$ cat config.mk
export PLATFORM = sky130hd
export DESIGN_NAME = counter_mode_sequencer
export DESIGN_NICKNAME = d
export VERILOG_FILES = /design/src/rtl/counter_mode_sequencer_pkg.sv /design/src/rtl/counter_mode_sequencer_step.sv /design/src/rtl/counter_mode_sequencer.sv
export SDC_FILE = /design/constraint.sdc
export NUM_CORES = 1
export LEC_CHECK = 0
export ABC_AREA = 1
export BUFFER_PORTS_ARGS = -buffer_cell sky130_fd_sc_hd__buf_2
export CELL_PAD_IN_SITES_DETAIL_PLACEMENT = 1
export CELL_PAD_IN_SITES_GLOBAL_PLACEMENT = 1
export CORE_AREA = 4 4 74 76
export CTS_BUF_LIST = sky130_fd_sc_hd__clkbuf_16
export DETAILED_ROUTE_END_ITERATION = 7
export DIE_AREA = 0 0 78 80
export PLACE_DENSITY_LB_ADDON = 0.25
export SYNTH_ARGS = -nofsm -noshare
export SYNTH_HDL_FRONTEND = slang
export SYNTH_SLANG_ARGS = --single-unit
$ cat constraint.sdc
create_clock -name CLOCK -period 2.3 [get_ports CLOCK]
set_input_delay 0.69 -clock CLOCK [delete_from_list [all_inputs] [get_ports CLOCK]]
set_output_delay 0.69 -clock CLOCK [all_outputs]
set_load 0.05 [all_outputs]
$ cat src/rtl/counter_mode_sequencer_pkg.sv
// Shared definitions for the counter mode sequencer and the counter benches:
// FSM state encoding and the universal-counter mode select constants.
package counter_mode_sequencer_pkg;

  typedef enum logic [1:0] {
    ST_IDLE = 2'd0,
    ST_LOAD = 2'd1,
    ST_RUN  = 2'd2,
    ST_DONE = 2'd3
  } state_t;

  localparam logic [1:0] MODE_HOLD = 2'b00;
  localparam logic [1:0] MODE_UP   = 2'b01;
  localparam logic [1:0] MODE_DOWN = 2'b10;
  localparam logic [1:0] MODE_LOAD = 2'b11;

  function automatic logic [1:0] run_mode(input logic dir);
    return dir ? MODE_DOWN : MODE_UP;
  endfunction

endpackage

$ cat src/rtl/counter_mode_sequencer_step.sv
// Step down-counter for the sequencer: parallel load, decrement toward zero,
// and flags for "no steps left" and "on the final step".
module step_counter #(
  parameter int STEPW = 8
) (
  input  logic             CLOCK,
  input  logic             Reset,
  input  logic             Load,
  input  logic [STEPW-1:0] LoadValue,
  input  logic             Dec,
  output logic             Zero,
  output logic             Last
);

  logic [STEPW-1:0] count;

  // Decrement stops at zero so a stray Dec can never wrap the count.
  always_ff @(posedge CLOCK) begin
    if (Reset) begin
      count <= '0;
    end else if (Load) begin
      count <= LoadValue;
    end else if (Dec && (count != '0)) begin
      count <= count - 1'b1;
    end
  end

  assign Zero = (count == '0);
  assign Last = (count == STEPW'(1));

endmodule

$ cat src/rtl/counter_mode_sequencer.sv
// Drives a universal counter's mode select and load data through a
// load / run / done command sequence, counting terminal-count events.
module counter_mode_sequencer
  import counter_mode_sequencer_pkg::*;
#(
  parameter int LENGTH = 4,
  parameter int STEPW  = 8
) (
  input  logic              CLOCK,
  input  logic              Reset,
  input  logic              Start,
  input  logic              Dir,
  input  logic              LoadEn,
  input  logic [LENGTH-1:0] LoadValue,
  input  logic [STEPW-1:0]  Steps,
  input  logic              Abort,
  input  logic              TerminalCount,
  output logic              S1,
  output logic              S0,
  output logic [LENGTH-1:0] P,
  output logic              Busy,
  output logic              Done,
  output logic              Aborted,
  output logic [STEPW-1:0]  WrapCount
);

  localparam logic [STEPW-1:0] WRAP_MAX = '1;

  state_t            state;
  state_t            stateNext;
  logic              dirReg;
  logic              dirNext;
  logic [1:0]        modeNext;
  logic [LENGTH-1:0] pNext;
  logic              busyNext;
  logic              doneNext;
  logic              abortedNext;
  logic [STEPW-1:0]  wrapNext;
  logic              accept;
  logic              stepZero;
  logic              stepLast;

  assign accept = (state == ST_IDLE) && Start;

  // Loaded with Steps when a command is accepted; LOAD leaves it untouched.
  step_counter #(
    .STEPW(STEPW)
  ) u_step_counter (
    .CLOCK    (CLOCK),
    .Reset    (Reset),
    .Load     (accept),
    .LoadValue(Steps),
    .Dec      (state == ST_RUN),
    .Zero     (stepZero),
    .Last     (stepLast)
  );

  always_comb begin
    stateNext   = state;
    dirNext     = dirReg;
    pNext       = P;
    abortedNext = Aborted;
    wrapNext    = WrapCount;
    modeNext    = MODE_HOLD;
    busyNext    = 1'b0;
    doneNext    = 1'b0;

    case (state)
      ST_IDLE: begin
        if (Start) begin
          dirNext     = Dir;
          abortedNext = 1'b0;
          wrapNext    = '0;
          if (LoadEn) begin
            stateNext = ST_LOAD;
            pNext     = LoadValue;
          end else if (Steps != '0) begin
            stateNext = ST_RUN;
          end else begin
            stateNext = ST_DONE;
          end
        end
      end
      ST_LOAD: begin
        if (Abort) begin
          stateNext   = ST_DONE;
          abortedNext = 1'b1;
        end else if (stepZero) begin
          stateNext = ST_DONE;
        end else begin
          stateNext = ST_RUN;
        end
      end
      ST_RUN: begin
        if (TerminalCount && (WrapCount != WRAP_MAX)) begin
          wrapNext = WrapCount + 1'b1;
        end
        if (Abort) begin
          stateNext   = ST_DONE;
          abortedNext = 1'b1;
        end else if (stepLast) begin
          stateNext = ST_DONE;
        end
      end
      ST_DONE: stateNext = ST_IDLE;
      default: stateNext = ST_IDLE;
    endcase

    // Outputs are decoded from the upcoming state so they register alongside it.
    case (stateNext)
      ST_LOAD: begin
        modeNext = MODE_LOAD;
        busyNext = 1'b1;
      end
      ST_RUN: begin
        modeNext = run_mode(dirNext);
        busyNext = 1'b1;
      end
      ST_DONE: doneNext = 1'b1;
      default: ;
    endcase
  end

  always_ff @(posedge CLOCK) begin
    if (Reset) begin
      state     <= ST_IDLE;
      dirReg    <= 1'b0;
      {S1, S0}  <= MODE_HOLD;
      P         <= '0;
      Busy      <= 1'b0;
      Done      <= 1'b0;
      Aborted   <= 1'b0;
      WrapCount <= '0;
    end else begin
      state     <= stateNext;
      dirReg    <= dirNext;
      {S1, S0}  <= modeNext;
      P         <= pNext;
      Busy      <= busyNext;
      Done      <= doneNext;
      Aborted   <= abortedNext;
      WrapCount <= wrapNext;
    end
  end

endmodule

# After elaboration in Yosys (flattened, before gate mapping)
# Index checks and enable logic that the tools add are counted.
dict set report word_totals {
  ram_bits 0
  latch_bits 0
  regBits 28
  mem_count 0
  rom_bits 0
  output_inout_bits 17
  input_bits 19
  word_cells 60
}
dict set report classes {
  add_sub_neg 2
  mul 0
  shifts 0
  n_div 0
  magnitude_cmp 0
  eq_ne 11
  n_mux 22
  bitwise 0
  n_reduce_logical 15
}
# op count
set ops {}
lappend ops {{8-bit 2-to-1 mux} 4}
lappend ops {{8-bit case mux with 2 select lines} 1}
lappend ops {{8-bit nonzero test} 2}
lappend ops {{2-bit 2-to-1 mux} 5}
lappend ops {{1-bit 2-to-1 mux} 9}
lappend ops {{3-bit AND reduction} 3}
lappend ops {{8-bit by 1-bit adder with 8-bit output (second input constant)} 1}
lappend ops {{2-bit equality test (second input constant)} 4}
lappend ops {{8-bit by 1-bit equality test with 1-bit output (second input constant)} 1}
lappend ops {{8-bit zero test} 1}
lappend ops {{8-bit != test (second input constant)} 1}
lappend ops {{2-bit case mux with 4 select lines} 1}
lappend ops {{8-bit by 1-bit subtractor with 8-bit output (second input constant)} 1}
lappend ops {{2-bit nonzero test} 3}
lappend ops {{2-bit by 1-bit equality test with 1-bit output (second input constant)} 2}
lappend ops {{2-bit != test (second input constant)} 2}
lappend ops {{2-bit case mux with 2 select lines} 1}
lappend ops {{2-bit OR reduction} 2}
lappend ops {{1-bit logical AND} 3}
lappend ops {{2-bit zero test} 1}
lappend ops {{2-bit by 1-bit != test with 1-bit output (second input constant)} 1}
lappend ops {{1-bit case mux with 2 select lines} 1}

# Logic depth before layout (Yosys ltp)
dict set report logic_depth {
  word_depth 8
  ltp_mapped 12
}

# Modules after synthesis
# A second synthesis with hierarchy kept.
dict set report unflattened {
  cells_unflattened 272
  hier_area_um2 1790.5
}
# module cells_each n_inst area_per_inst_um2
set modules_own_cells {}
lappend modules_own_cells {counter_mode_sequencer 175 1 1179.9}
lappend modules_own_cells {step_counter 97 1 610.6}

# Least setup slack after synthesis
# Ideal clock, no wire load.
dict set report synth_timing {
  path_type {reg2reg}
  start {register state[0]}
  end {register S0}
  slack_ns 0.400
  required_ns 2.184
  path_stages_with_launch 13
  arrival_time_ns 1.784
  setup_ns 0.116
  path_cell_list {dfxtp_1 -> inv_1 -> ha_1 -> nand2_1 -> buf_4 -> nor2_1 -> a22oi_1 -> nand2_1 -> inv_1 -> ha_1 -> inv_1 -> nor2_1 -> a21boi_1}
}
dict set report synth_via {
  elab_chain_len 5
  word_cells_on_any_way 13
}
# element line
set synth_rtl {}
lappend synth_rtl {{start, declared} counter_mode_sequencer.sv:29} ;# state_t state;
lappend synth_rtl {{start signal, assigned} counter_mode_sequencer.sv:135} ;# state <= stateNext;
lappend synth_rtl {{2-bit 2-to-1 mux} counter_mode_sequencer.sv:101} ;# end else if (stepLast) begin
lappend synth_rtl {{2-bit 2-to-1 mux} counter_mode_sequencer.sv:98} ;# if (Abort) begin
lappend synth_rtl {{2-bit case mux with 4 select lines (*)} counter_mode_sequencer.sv:68} ;# case (state)
lappend synth_rtl {{via stateNext[0]} counter_mode_sequencer.sv:30} ;# state_t stateNext;
lappend synth_rtl {{2-bit equality test / 2-bit by 1-bit equality test with 1-bit output (equally long branches)} counter_mode_sequencer.sv:110} ;# case (stateNext)
lappend synth_rtl {{2-bit case mux with 2 select lines (*)} counter_mode_sequencer.sv:110}
lappend synth_rtl {{end signal, assigned} counter_mode_sequencer.sv:137} ;# {S1, S0} <= modeNext;
lappend synth_rtl {{end, declared} counter_mode_sequencer.sv:19} ;# output logic S0,
# Mark *: on every way through the listed nets, which the timed path passes. The rest lies on a longest branch.
# A chain may end at the register's enable or synchronous reset.

# Worst setup path after layout
# Same ends and word-level chain as after synthesis.

==> impl_metrics.yaml <==
yosys:
  syn_nets: 299
  ys_seq_area_share_pct: 32.7
  synth_area_mm2: 0.00171
  synth.avg_cell_area_um2: 6.37
  ys_ff_latch: 28
  ys_warn_count: 0
  netlist_instances: 269
  yosysUniqueCellTypes: 29
cells_and_area:
  final.fill_count: 644
  seq_area_um2: 561
  drive_gt1_share_pct: 20.1
  final_common_cell: "nand2_1"
  multi_input_area_um2: 995
  stdcell_area_mm2: 0.00207
  n_antenna_cell: 0
  area.growth.synth_to_final_pct: 20.6
  nets: 340
  final_cell_mix: "nand2_1 (72), nor2_1 (52), buf_2 (35)"
cts:
  post_cts_resized: 0
  ctsRootBufferMaster: "clkbuf_16"
  cts_buffer_depth: 2
  ctsHoldBuffers: 0
  clock_latency_ns: 0.27
  cts_buffers: 3
  postCtsSetupBuffers: 0
  clk_pin_slew_ns: 0.07
  cts_tree: "done"
  h-tree-depth: 1
  cts_sinks: 28
placed_design:
  dp_hpwl_mm: 3.86
  dpl-instance-area_mm2: 0.00199
  gp_congestion: 0.782
  portBuffers: 35
power_and_ir_drop:
  p_leak_nw: 0.996
  power.density_mw_per_mm2: 1360
  p_int_mw: 1.38
  seqPwrFrac_pct: 26.8
  power.switching_mw: 1.43
  p_clk_share_pct: 14.3
  switching_share_pct: 50.9
  p_comb_share_pct: 58.9
  ir_drop_v: 0.000472
routing:
  ant_nets: 0
  post-route-drc-count: 0
  drtIter0Drc: 42
  vias_per_cell: 4.74
  dr.pass1.iters: 4
  wl_per_cell_um: 13.2
  dr_total_vias: 1777
  finalWirelength_mm: 4.97
global_routing:
  antenna_found_initial: 0
  grt_pass1_vias: 1845
  grtUsageTotal_pct: 17.1
  grt_max_degree: 18
  grt_pass1_wl_mm: 8.58
  grt_overflow: 0
sta:
  tns_ns: 0
  setup_viol: 0
  grt_setup_unrepaired: "false"
  clock_skew_ns: 0.00562
  fmax_mhz: 498
  slew_headroom_pct: 74.3
  worst_pin_slew_ns: 0.382
  slew_violations: 0
  hold_viol_final: 0
  fin_crit_sh_pct: 87.4
  finalCriticalPeriod_ns: 2.01
critical_path:
  crit_path_start: "state[0]$_SDFF_PP0_"
  startpoint_type: "flip-flop"
  r2r-start: "state[0]$_SDFF_PP0_"
  path_class: "reg2reg"
  cp_common_cell: "inv_1"
  worstPathArrival_ns: 2.17
  slowest_delay_ns: 0.38
  cp-end-kind: "flip-flop"
  cpMaxStageDelayCell: "dfxtp_1"
  cp_max_fo: 7
  crit_required_ns: 2.46
  worstPathCellList: "inv_1 > ha_1 > nand2_1 > nor2_1 > a22oi_1 > nand2_1 > inv_1 > ha_1 > inv_1 > nor2_1 > a21boi_1"
floorplan:
  die_h_um: 80
  start_util_pct: 36.3
  num_rows: 25
  ios: 36
  fp.dieW_um: 78
  dieArea_mm2: 0.00624
  core-area_mm2: 0.00472
run_status:
  status: "finished clean"
hold_path:
  hold_class: "reg2reg"
  hp-start: "P[0]$_SDFFE_PP0P_"
job:
  drv_cap: 0
==> flip-flops by register name, indices dropped and copies added, names as in the netlist <==
name	count
state	2
u_step_counter.count	8
dirReg	1
S1	1
WrapCount	8
S0	1
Busy	1
Aborted	1
Done	1
P	4
==> layout make-up <==
class | instances | area share [%]
timing repair buffer | 41 | 10.7
tap | 67 | 4.06
clock buffer | 3 | 3.63
sequential | 28 | 27.1
inverter | 35 | 6.42
multi-input combinational | 201 | 48.1
==> metal layers <==
| metal | global-route usage (%) | up-vias | share of wire (%) |
|---|---|---|---|
| li1 | - | 921 | - |
| met1 | 19.5 | 822 | 44 |
| met2 | 32.8 | 29 | 51 |
| met3 | 3.16 | 5 | 3.7 |
| met4 | 3.67 | 0 | 0.93 |
| met5 | 0 | - | 0 |
==> cells by family (layout without fill, tap and decap cells) <==
kind of cell,after synthesis,count (layout),share of synthesized area [%]
adder cells (fa/ha/maj),11,11,8.03
XOR/XNOR,1,1,0.511
AND/OR/NAND/NOR,159,159,38.8
AO/OA/AOI/OAI,30,30,10.7
buffers and inverters,40,79,9.27
flip-flops,28,28,32.7
==> critical path: cells and delay by family, from the launching register on <==
| kind | cells | cell delay, ns |
|---|---|---|
| adders and majority gates | 2 | 0.50 |
| AOI/OAI and AO/OA | 2 | 0.30 |
| and+or+nand+nor | 4 | 0.47 |
| DFF | 1 | 0.38 |
| buffers and inverters | 3 | 0.26 |
==> cells in the mapped netlist (all sizes together) <==
cell type,number,share of area (%)
a211oi,1,0.44
a21boi,1,0.44
a21oi,13,4.9
a22oi,1,0.44
buf,2,0.88
clkbuf,3,0.66
clkinv,2,0.51
dfxtp,28,33
ha,11,8.0
inv,33,7.2
nand2,76,18
nand3,20,5.8
nand3b,1,0.44
nand4,3,1.1
nor2,54,12
nor3,5,1.5
o21ai,13,4.0
o221ai,1,0.51
xor2,1,0.51
==> through the flow <==
| stage | utilization (%) | std cells | hold WS [ns] | setup slack [ns] | power [mW] |
|---|---|---|---|---|---|
| floorplan | - | 269 | 0.485 | 0.400 | 2.00 |
| global placement | 42.2 | 372 | 0.449 | 0.298 | 2.37 |
| detailed placement | 42.2 | 372 | 0.453 | 0.211 | 2.42 |
| CTS | 43.8 | 375 | 0.464 | 0.246 | 2.84 |
| global route | 43.8 | 375 | 0.484 | 0.0623 | 3.10 |
| finish | 43.8 | 375 | 0.461 | 0.291 | 2.81 |
==> final timing paths <==
path,to,slack [ns],cells after the start
hold / removal,P[0]$_SDFFE_PP0P_,0.46,2
setup reg to reg,S0$_SDFF_PP0_,0.29,11
setup / recovery,S0$_SDFF_PP0_,0.29,11
hold reg to reg,P[0]$_SDFFE_PP0P_,0.46,2
==> power groups by stage <==
| stage | Combinational [mW] | Clock, mW | Sequential, mW |
|---|---|---|---|
| 2_1_floorplan | 1.08 | 0 | 0.920 |
| 3_3_place_gp | 1.62 | 0 | 0.756 |
| 3_5_place_dp | 1.65 | 0 | 0.762 |
| 4_1_cts | 1.68 | 0.411 | 0.756 |
| 5_1_grt | 1.89 | 0.433 | 0.774 |
| 6_report | 1.66 | 0.403 | 0.753 |
Note: power is estimated with default switching activity, not from simulation.
